[src/rtl/aixh_mxc_inner_dwd_launcher_if.sv]
// Bundles the command stream, row-vector stream and downward cell bus of the
// MxConv inner dwd launcher.
interface aixh_mxc_inner_dwd_launcher_if #(
    parameter int XCELLS = 16,
    parameter int DWIDTH = 32,
    parameter int CNT_W  = 8
);
    logic                     i_cmd_vld;
    logic                     o_cmd_rdy;
    logic [CNT_W-1:0]         i_cmd_nvec;
    logic [CNT_W-1:0]         i_cmd_nrep;
    logic [XCELLS-1:0]        i_cmd_mask;
    logic                     i_vec_vld;
    logic                     o_vec_rdy;
    logic [XCELLS*DWIDTH-1:0] i_vec_dat;
    logic [XCELLS*2-1:0]      o_dwd_vld;
    logic [XCELLS*DWIDTH-1:0] o_dwd_dat;
    logic                     o_busy;
    logic                     o_done;

    modport master (
        output i_cmd_vld, i_cmd_nvec, i_cmd_nrep, i_cmd_mask, i_vec_vld, i_vec_dat,
        input  o_cmd_rdy, o_vec_rdy, o_dwd_vld, o_dwd_dat, o_busy, o_done
    );

    modport slave (
        input  i_cmd_vld, i_cmd_nvec, i_cmd_nrep, i_cmd_mask, i_vec_vld, i_vec_dat,
        output o_cmd_rdy, o_vec_rdy, o_dwd_vld, o_dwd_dat, o_busy, o_done
    );
endinterface

[src/rtl/aixh_mxc_inner_dwd_launcher.sv]
// Transmit end of the MxConv inner dwd cell bus: per row vector one LOAD then
// nrep FIRE strobes per enabled cell, optionally skewed into a diagonal wavefront.
module aixh_mxc_inner_dwd_launcher #(
    parameter int XCELLS = 16,
    parameter int DWIDTH = 32,
    parameter int CNT_W  = 8,
    parameter int SKEW   = 1
) (
    input  logic                          aixh_core_clk2x,
    input  logic                          aixh_core_rst,
    aixh_mxc_inner_dwd_launcher_if.slave  bus
);

    localparam logic [1:0] ST_IDLE  = 2'd0;
    localparam logic [1:0] ST_LOAD  = 2'd1;
    localparam logic [1:0] ST_FIRE  = 2'd2;
    localparam logic [1:0] ST_DRAIN = 2'd3;

    localparam int DRAIN_CYC = (XCELLS - 1) * SKEW;
    localparam int DRN_W     = (DRAIN_CYC > 0) ? $clog2(DRAIN_CYC + 1) : 1;
    localparam logic [DRN_W-1:0] DRAIN_LEN = DRN_W'(DRAIN_CYC);

    logic [1:0]        state;
    logic [CNT_W-1:0]  nvec_rem;
    logic [CNT_W-1:0]  nrep_q;
    logic [CNT_W-1:0]  rep_cnt;
    logic [XCELLS-1:0] mask_q;
    logic [DRN_W-1:0]  drain_cnt;

    logic cmd_hs;
    logic vec_hs;
    logic iss_ld;
    logic iss_fr;

    assign cmd_hs = bus.i_cmd_vld & (state == ST_IDLE);
    assign vec_hs = bus.i_vec_vld & (state == ST_LOAD);
    assign iss_ld = vec_hs;
    assign iss_fr = (state == ST_FIRE);

    always_ff @(posedge aixh_core_clk2x) begin
        if (aixh_core_rst) begin
            state     <= ST_IDLE;
            nvec_rem  <= '0;
            nrep_q    <= '0;
            rep_cnt   <= '0;
            mask_q    <= '0;
            drain_cnt <= '0;
        end else begin
            case (state)
                ST_IDLE: begin
                    if (cmd_hs) begin
                        mask_q    <= bus.i_cmd_mask;
                        nrep_q    <= bus.i_cmd_nrep;
                        nvec_rem  <= bus.i_cmd_nvec;
                        drain_cnt <= '0;
                        state     <= (bus.i_cmd_nvec != '0) ? ST_LOAD : ST_DRAIN;
                    end
                end
                ST_LOAD: begin
                    if (vec_hs) begin
                        nvec_rem <= nvec_rem - 1'b1;
                        rep_cnt  <= nrep_q;
                        if (nrep_q != '0) begin
                            state <= ST_FIRE;
                        end else if (nvec_rem == CNT_W'(1)) begin
                            state     <= ST_DRAIN;
                            drain_cnt <= DRAIN_LEN;
                        end
                    end
                end
                ST_FIRE: begin
                    rep_cnt <= rep_cnt - 1'b1;
                    if (rep_cnt == CNT_W'(1)) begin
                        if (nvec_rem != '0) begin
                            state <= ST_LOAD;
                        end else begin
                            state     <= ST_DRAIN;
                            drain_cnt <= DRAIN_LEN;
                        end
                    end
                end
                default: begin
                    // DRAIN lets the last strobe ripple across the skewed columns
                    if (drain_cnt == '0) state <= ST_IDLE;
                    else                 drain_cnt <= drain_cnt - 1'b1;
                end
            endcase
        end
    end

    assign bus.o_busy    = (state != ST_IDLE);
    assign bus.o_cmd_rdy = (state == ST_IDLE);
    assign bus.o_vec_rdy = (state == ST_LOAD);
    assign bus.o_done    = (state == ST_DRAIN) && (drain_cnt == '0);

    for (genvar gi = 0; gi < XCELLS; gi++) begin : g_col
        localparam int D = gi * SKEW;

        logic              ld_iss;
        logic              fr_iss;
        logic [DWIDTH-1:0] dat_iss;
        logic              ld_p0;
        logic              fr_p0;
        logic [DWIDTH-1:0] dat_p0;
        logic [1:0]        vld_q;
        logic [DWIDTH-1:0] dat_q;

        assign ld_iss  = iss_ld & mask_q[gi];
        assign fr_iss  = iss_fr & mask_q[gi];
        assign dat_iss = bus.i_vec_dat[gi*DWIDTH +: DWIDTH];

        if (D == 0) begin : g_nodly
            assign ld_p0  = ld_iss;
            assign fr_p0  = fr_iss;
            assign dat_p0 = dat_iss;
        end else begin : g_dly
            logic [D-1:0]      ld_sr;
            logic [D-1:0]      fr_sr;
            logic [DWIDTH-1:0] dat_sr [D];

            always_ff @(posedge aixh_core_clk2x) begin
                if (aixh_core_rst) begin
                    ld_sr <= '0;
                    fr_sr <= '0;
                end else begin
                    ld_sr[0] <= ld_iss;
                    fr_sr[0] <= fr_iss;
                    for (int k = 1; k < D; k++) begin
                        ld_sr[k] <= ld_sr[k-1];
                        fr_sr[k] <= fr_sr[k-1];
                    end
                end
            end

            always_ff @(posedge aixh_core_clk2x) begin
                dat_sr[0] <= dat_iss;
                for (int k = 1; k < D; k++) dat_sr[k] <= dat_sr[k-1];
            end

            assign ld_p0  = ld_sr[D-1];
            assign fr_p0  = fr_sr[D-1];
            assign dat_p0 = dat_sr[D-1];
        end

        // Output stage: data only moves on this cell's own LOAD
        always_ff @(posedge aixh_core_clk2x) begin
            if (aixh_core_rst) begin
                vld_q <= '0;
                dat_q <= '0;
            end else begin
                vld_q <= {fr_p0, ld_p0};
                if (ld_p0) dat_q <= dat_p0;
            end
        end

        assign bus.o_dwd_vld[2*gi +: 2]         = vld_q;
        assign bus.o_dwd_dat[gi*DWIDTH +: DWIDTH] = dat_q;
    end

endmodule

[src/flat_wrapper.sv]
// flat-port wrapper written by rule: the top's interface ports become plain ports
module aixh_mxc_inner_dwd_launcher_flat 
#(
    parameter int XCELLS = 16,
    parameter int DWIDTH = 32,
    parameter int CNT_W  = 8,
    parameter int SKEW   = 1
)
  (aixh_core_clk2x, aixh_core_rst, bus_i_cmd_vld, bus_i_cmd_nvec, bus_i_cmd_nrep, bus_i_cmd_mask, bus_i_vec_vld, bus_i_vec_dat, bus_o_cmd_rdy, bus_o_vec_rdy, bus_o_dwd_vld, bus_o_dwd_dat, bus_o_busy, bus_o_done);
  aixh_mxc_inner_dwd_launcher_if #(.XCELLS(XCELLS), .DWIDTH(DWIDTH), .CNT_W(CNT_W)) bus_i ();
  input  logic aixh_core_clk2x;
  input  logic aixh_core_rst;
  input wire logic [$bits(bus_i.i_cmd_vld)-1:0] bus_i_cmd_vld;
  input wire logic [$bits(bus_i.i_cmd_nvec)-1:0] bus_i_cmd_nvec;
  input wire logic [$bits(bus_i.i_cmd_nrep)-1:0] bus_i_cmd_nrep;
  input wire logic [$bits(bus_i.i_cmd_mask)-1:0] bus_i_cmd_mask;
  input wire logic [$bits(bus_i.i_vec_vld)-1:0] bus_i_vec_vld;
  input wire logic [$bits(bus_i.i_vec_dat)-1:0] bus_i_vec_dat;
  output wire logic [$bits(bus_i.o_cmd_rdy)-1:0] bus_o_cmd_rdy;
  output wire logic [$bits(bus_i.o_vec_rdy)-1:0] bus_o_vec_rdy;
  output wire logic [$bits(bus_i.o_dwd_vld)-1:0] bus_o_dwd_vld;
  output wire logic [$bits(bus_i.o_dwd_dat)-1:0] bus_o_dwd_dat;
  output wire logic [$bits(bus_i.o_busy)-1:0] bus_o_busy;
  output wire logic [$bits(bus_i.o_done)-1:0] bus_o_done;
  assign bus_i.i_cmd_vld = bus_i_cmd_vld;
  assign bus_i.i_cmd_nvec = bus_i_cmd_nvec;
  assign bus_i.i_cmd_nrep = bus_i_cmd_nrep;
  assign bus_i.i_cmd_mask = bus_i_cmd_mask;
  assign bus_i.i_vec_vld = bus_i_vec_vld;
  assign bus_i.i_vec_dat = bus_i_vec_dat;
  assign bus_o_cmd_rdy = bus_i.o_cmd_rdy;
  assign bus_o_vec_rdy = bus_i.o_vec_rdy;
  assign bus_o_dwd_vld = bus_i.o_dwd_vld;
  assign bus_o_dwd_dat = bus_i.o_dwd_dat;
  assign bus_o_busy = bus_i.o_busy;
  assign bus_o_done = bus_i.o_done;
  aixh_mxc_inner_dwd_launcher #(.XCELLS(XCELLS), .DWIDTH(DWIDTH), .CNT_W(CNT_W), .SKEW(SKEW)) u_core (.aixh_core_clk2x(aixh_core_clk2x), .aixh_core_rst(aixh_core_rst), .bus(bus_i));
endmodule
[config.mk]
export PLATFORM = sky130hd
export DESIGN_NAME = aixh_mxc_inner_dwd_launcher_flat
export DESIGN_NICKNAME = d
export VERILOG_FILES = /design/src/rtl/aixh_mxc_inner_dwd_launcher_if.sv /design/src/rtl/aixh_mxc_inner_dwd_launcher.sv /design/src/flat_wrapper.sv
export SDC_FILE = /design/constraint.sdc
export NUM_CORES = 2
export LEC_CHECK = 0
export CORE_ASPECT_RATIO = 0.75
export CORE_MARGIN = 3
export CORE_UTILIZATION = 45
export CTS_CLUSTER_SIZE = 25
export DETAILED_ROUTE_END_ITERATION = 12
export DONT_BUFFER_PORTS = 1
export PLACE_DENSITY = 0.62
export REMOVE_ABC_BUFFERS = 1
export SLEW_MARGIN = 20
export SYNTH_ARGS = -nofsm -noshare
export SYNTH_HDL_FRONTEND = slang
export SYNTH_SLANG_ARGS = --single-unit
[constraint.sdc]
create_clock -name aixh_core_clk2x -period 3.9 [get_ports aixh_core_clk2x]
set_input_delay 0.585 -clock aixh_core_clk2x [delete_from_list [all_inputs] [get_ports aixh_core_clk2x]]
set_output_delay 0.585 -clock aixh_core_clk2x [all_outputs]
set_load 0.02 [all_outputs]
==> Word-level counts from Yosys, hierarchy flattened <==
Memories as Yosys holds them, arrays and structs flattened. A register that Yosys moved wholly into a read port is not among the register bits.
Index checks and enable logic that the tools add are counted.
Widths: inputs -> output; s select.
{ "totals": {"regBits": 350, "latchBits": 0, "ramBits": 3840, "mem_bits_ro": 0, "output_inout_bits": 548, "mem_count": 15} }
{ "op_classes": {"add_sub_neg": 3, "multipliers": 0, "div_mod_pow": 0, "n_lt_le_gt_ge": 0, "eq_ne": 13, "shift": 0, "muxes": 22, "n_bitwise": 34, "n_reduce_logical": 15} }
{ "mem_list": {"columns": ["name", "words", "word_bits", "rd", "rd_ports_with_merged_regs", "wr", "line_no", "text"], "rows": [
  ["u_core.g_col[15].g_dly.dat_sr", 15, 32, 15, 1, 15, "aixh_mxc_inner_dwd_launcher.sv:119", "logic [DWIDTH-1:0] dat_sr [D];"],
  ["u_core.g_col[14].g_dly.dat_sr", 14, 32, 14, 1, 14, "aixh_mxc_inner_dwd_launcher.sv:119", null],
  ["u_core.g_col[13].g_dly.dat_sr", 13, 32, 13, 1, 13, "aixh_mxc_inner_dwd_launcher.sv:119", null],
  ["u_core.g_col[12].g_dly.dat_sr", 12, 32, 12, 1, 12, "aixh_mxc_inner_dwd_launcher.sv:119", null],
  ["u_core.g_col[11].g_dly.dat_sr", 11, 32, 11, 1, 11, "aixh_mxc_inner_dwd_launcher.sv:119", null],
  ["u_core.g_col[10].g_dly.dat_sr", 10, 32, 10, 1, 10, "aixh_mxc_inner_dwd_launcher.sv:119", null],
  ["9 more memories", null, null, null, null, null, null, null]
]} }
{ "ops": {"columns": ["op", "count"], "rows": [
  ["$and 1x1->1", 34],
  ["$pmux 8 s2", 2],
  ["$mux 4", 7],
  ["$mux 8", 3],
  ["$reduce_bool 8->1", 3],
  ["$eq 8x1->1 const B", 2],
  ["$mux 2", 8],
  ["$sub 8x1->8 const B", 2],
  ["$pmux 4 s3", 1],
  ["$reduce_and 7->1", 1],
  ["$ne 2x1->1 const B", 3],
  ["$ne 2x2->1 const B", 3],
  ["$pmux 2 s3", 1],
  ["$reduce_bool 2->1", 3],
  ["$reduce_and 5->1", 1],
  ["$eq 2x2->1 const B", 2],
  ["$logic_not 4->1", 1],
  ["$ne 4x3->1 const B", 1],
  ["$reduce_and 2->1", 2],
  ["$reduce_bool 4->1", 1],
  ["$sub 4x1->4 const B", 1],
  ["$ne 3x1->1 const B", 1],
  ["$reduce_and 3->1", 1],
  ["$eq 2x1->1 const B", 1],
  ["2 further kinds", 2]
]} }

==> Depth between registers and ports, before layout <==
{ "depth": {"word_depth": 5, "mapped_depth": 8, "ltp_nobuf": 7} }

==> Worst setup path after synthesis <==
OpenSTA, ideal clock, no wires.
{ "synth_timing": {"path_kind": "reg2reg", "startpoint": "reg u_core.rep_cnt[3]", "endpoint": "reg u_core.drain_cnt[1]", "setup_time_ps": 58, "t_arrival_ps": 2084, "setup_slack_ps": 1758, "path_stages_with_launch": 6, "path_buffers": 0, "cell_sequence": "dfxtp_1 -> or4_4 -> o41a_1 -> a2111o_1 -> a2111oi_2 -> a31o_2"} }
{ "synth_via": {"elab_chain_cells": 3} }
{ "synth_rtl": {"columns": ["element", "line_no", "text"], "rows": [
  ["from (decl)", "aixh_mxc_inner_dwd_launcher.sv:26", "logic [CNT_W-1:0] rep_cnt;"],
  ["from (signal assigned)", "aixh_mxc_inner_dwd_launcher.sv:62", "rep_cnt <= nrep_q;"],
  ["from (signal assigned)", "aixh_mxc_inner_dwd_launcher.sv:72", "rep_cnt <= rep_cnt - 1'b1;"],
  ["$eq 8x1->1", "aixh_mxc_inner_dwd_launcher.sv:73", "if (rep_cnt == CNT_W'(1)) begin"],
  ["$ne 2x2->1 (no line)", null, null],
  ["$reduce_and 7->1 (no line)", null, null],
  ["to (signal assigned)", "aixh_mxc_inner_dwd_launcher.sv:85", "else drain_cnt <= drain_cnt - 1'b1;"],
  ["to (decl)", "aixh_mxc_inner_dwd_launcher.sv:28", "logic [DRN_W-1:0] drain_cnt;"]
]} }
No other way between the ends.
A chain may end at the register's enable or synchronous reset.

==> Worst setup path in the final report <==
{ "layout_timing": {"startpoint": "reg u_core.drain_cnt[0]", "endpoint": "out bus_o_done"} }
{ "layout_via": {"elab_chain_cells": 2} }
{ "layout_rtl": {"columns": ["element", "line_no", "text"], "rows": [
  ["$logic_not 4->1", "aixh_mxc_inner_dwd_launcher.sv:94", "assign bus.o_done = (state == ST_DRAIN) && (drain_cnt == '0);"],
  ["$logic_and 1x1->1", "aixh_mxc_inner_dwd_launcher.sv:94", null],
  ["to (decl)", "flat_wrapper.sv:24", "output wire logic [$bits(bus_i.o_done)-1:0] bus_o_done;"]
]} }
No other way between the ends.

==> out/qor.txt <==
reg2reg end -> u_core.rep_cnt[3]
post-synthesis cell count -> 6422
Setup crit start -> u_core.drain_cnt[0]
Final Cycle Share -> 79.4%
first-pass GRT wire length -> 264 mm
Vias/cell -> 4.14
Max-cap violations -> 0
combinational share of power -> 1.8%
post_cts resized -> 0
drt first pass iters -> 7
Synth top area share -> 89.7%
IO buf count -> 0
Worst-Skew Late Latency -> 0.86 ns
WP data arrival -> 2.51 ns
via count of the first global-routing pass -> 44326
Avg WL per Cell -> 16.5 um
CTS tree -> built
sequential area share after synthesis -> 89.7%
CP top delay family -> simple AND/OR/NAND/NOR gates
Slew @ Worst Pin -> 1.13 ns
Bufs on Longest Clock Path -> 4
part of the power in registers -> 54.6%
pin count of the biggest net entering global routing -> 590
Detail Route Antenna Nets -> 0
DR vias -> 44182
antenna violations before repair -> 40
r2r worst-path depth -> 7
outcome -> finished clean
clock period minus worst slack -> 3.10 ns
initial core utilization -> 45.4%
NetSw -> 18300 uW
Clock Root Buffer -> clkbuf_16
ys async rst share -> 0%
CTS buffer count -> 396
most frequent cell after synthesis -> dfxtp_1
worst endpoint required time -> 3.31 ns
Core Footprint -> 0.230 mm2
clk slew on worst S/H paths -> 0.07 ns
Worst Hold End -> u_core.g_col[9].dat_q[0]
hpwl dp -> 107 mm
CP Capture Type -> primary output
Clock Sinks -> 4670
Internal -> 74300 uW
share of layout cells above drive strength 1 -> 9.13%
Final Non-Filler Cells -> 10660
CP max stage cell -> and2_1
htree depth -> 5
setup TNS -> 0 ns
area of the mapped netlist -> 0.104 mm2
Remaining DRCs -> 0
Post-Route WL -> 176 mm
Area Growth Syn to Fin -> 22.2%
Die Wd -> 562 um
Pleak -> 0.0511 uW
Yosys cell types -> 45
PwrDens -> 727 mW/mm2
Top FF cell, synth -> dfxtp_1
GRT Residual Overflow -> 0
Max IR drop VDD -> 0.555 mV
final slew viol count -> 0
Synth Warn # -> 0
Area contributors post-synth -> dfxtp_1 (90%), mux2i_1 (4.6%), nor2_1 (1.8%)
clock share of power -> 43.5%
Rel. slew slack -> 24.6%
io pins -> 1096
crit-path max FO -> 3
cell count of the worst hold path -> 2
reg-to-reg startpoint -> u_core.state[0]
cell taking the most area after synthesis -> dfxtp_1
Crit path largest cell delay -> 0.53 ns
Setup CP Type -> flop to primary output
Startpoint Class -> flop
RSZ-0062 raised after global routing -> no
Row Count -> 152
switching share of power -> 19.7%
CP Cell Sequence -> inv_1 > ha_1 > nor3b_1 > and2_1
DIE HEIGHT -> 423 um
number of synthesized flops with an enable pin -> 0
Syn Area/Cell -> 16.2 um2
Worst Min Path Start -> aixh_core_rst
clock skew -> 0.0636 ns
final setup fails -> 0
hold_ws -> 0.101 ns
worst hold-check path type -> input port to flop
most common library cells after synthesis -> dfxtp_1 (4670), nor2_1 (507), mux2i_1 (481)
die area -> 0.237 mm2
# nets final -> 7797
Tot GR Track Use -> 14.4%
First DRT Iteration DRCs -> 2012
Cells after DPL -> 9341
Worst Path Buf+Inv -> 1
GPL Wtd Cong -> 0.866
final hold vios -> 0
FF+latch count, synth -> 4670
r2r setup slk -> 1.16 ns
fmax -> 0.323 GHz
## what timing repair did
| action | 4_1_cts | 5_1_grt |
|---|---|---|
| buffers inserted | 0 | 0 |
| hold buffers | 575 | 1 |
| hold endpoints to repair | 754 | 16 |
## cells by family after synthesis
logic type | share of synthesized area [%]
buffers and inverters | 0.674
multiplexers | 4.63
AND/OR/NAND/NOR | 4.18
AO/OA/AOI/OAI | 0.686
flip-flops | 89.7
adder cells (fa/ha/maj) | 0.120
## final cells by class
class | count | area, um2
antenna | 22 | 55.1
multi-input combinational | 1565 | 10000
sequential | 4670 | 93500
clock buffer | 555 | 11500
clock inverter | 162 | 2310
fill | 17651 | 102000
tap | 3080 | 3850
timing repair buffer | 589 | 5970
inverter | 17 | 63.8
## registers in the layout, summed over array words and instances, names as in the netlist
register                   count
u_core.g_col.fr_p0             1
u_core.mask_q                 16
u_core.g_col.g_dly.ld_sr     120
u_core.state                   2
u_core.g_col.vld_q            32
u_core.drain_cnt               4
u_core.g_col.g_dly.dat_sr   3840
u_core.g_col.dat_q           512
u_core.nrep_q                  8
u_core.nvec_rem                8
u_core.rep_cnt                 8
u_core.g_col.g_dly.fr_sr     119
## through the flow
step | setup slack (ns) | utilization (%) | cell area (um2) | total power [uW]
after global routing | 0.619 | 55.5 | 127000 | 96000
after CTS | 0.705 | 55.4 | 127000 | 93500
after global placement | 1.41 | 46.8 | 108000 | 52500
after floorplan | 1.47 | - | 104000 | 52100
after detailed placement | 1.33 | 46.8 | 108000 | 52600
final | 0.804 | 55.5 | 127000 | 92500
## cells in the final DEF, fill, tap and decap left out, types with 11 or more instances in the layout
| cell | instances |
|---|---|
| clkinvlp_4 | 17 |
| clkinv_2 | 70 |
| a21oi_1 | 74 |
| dlygate4sd3_1 | 575 |
| clkbuf_8 | 87 |
| clkinv_16 | 11 |
| inv_1 | 17 |
| nand2_1 | 129 |
| nor2b_1 | 244 |
| dfxtp_1 | 4655 |
| bufinv_16 | 41 |
| clkbuf_16 | 404 |
| diode_2 | 22 |
| clkbuf_1 | 64 |
| nor2_1 | 506 |
| mux2i_1 | 481 |
| and2_1 | 28 |
## power by group through the flow
stage | clock network (uW) | registers (uW) | logic, uW
finish | 40300 | 50600 | 1690
global placement | 0 | 51600 | 921
detailed placement | 0 | 51700 | 975
global route | 43400 | 50700 | 1850
CTS | 41300 | 50600 | 1550
floorplan | 0 | 51400 | 737
## worst max path at each step
stage | slack, ns | cells past startpoint | end
CTS | 0.71 | 4 | bus_o_done
global route | 0.62 | 4 | bus_o_done
finish | 0.80 | 4 | bus_o_done
floorplan | 1.47 | 7 | u_core.nvec_rem[3]
global placement | 1.41 | 7 | u_core.state[0]
detailed placement | 1.33 | 7 | u_core.rep_cnt[3]
## routing by layer
metal	share of wire [%]	track usage, %	vias to the layer above
li1	-	-	22010
met1	39	16.2	20590
met2	50	25.0	1141
met3	7.2	4.71	427
met4	3.9	6.17	14
met5	0.058	0	-
No activity file was read; power rests on OpenSTA's default activity.
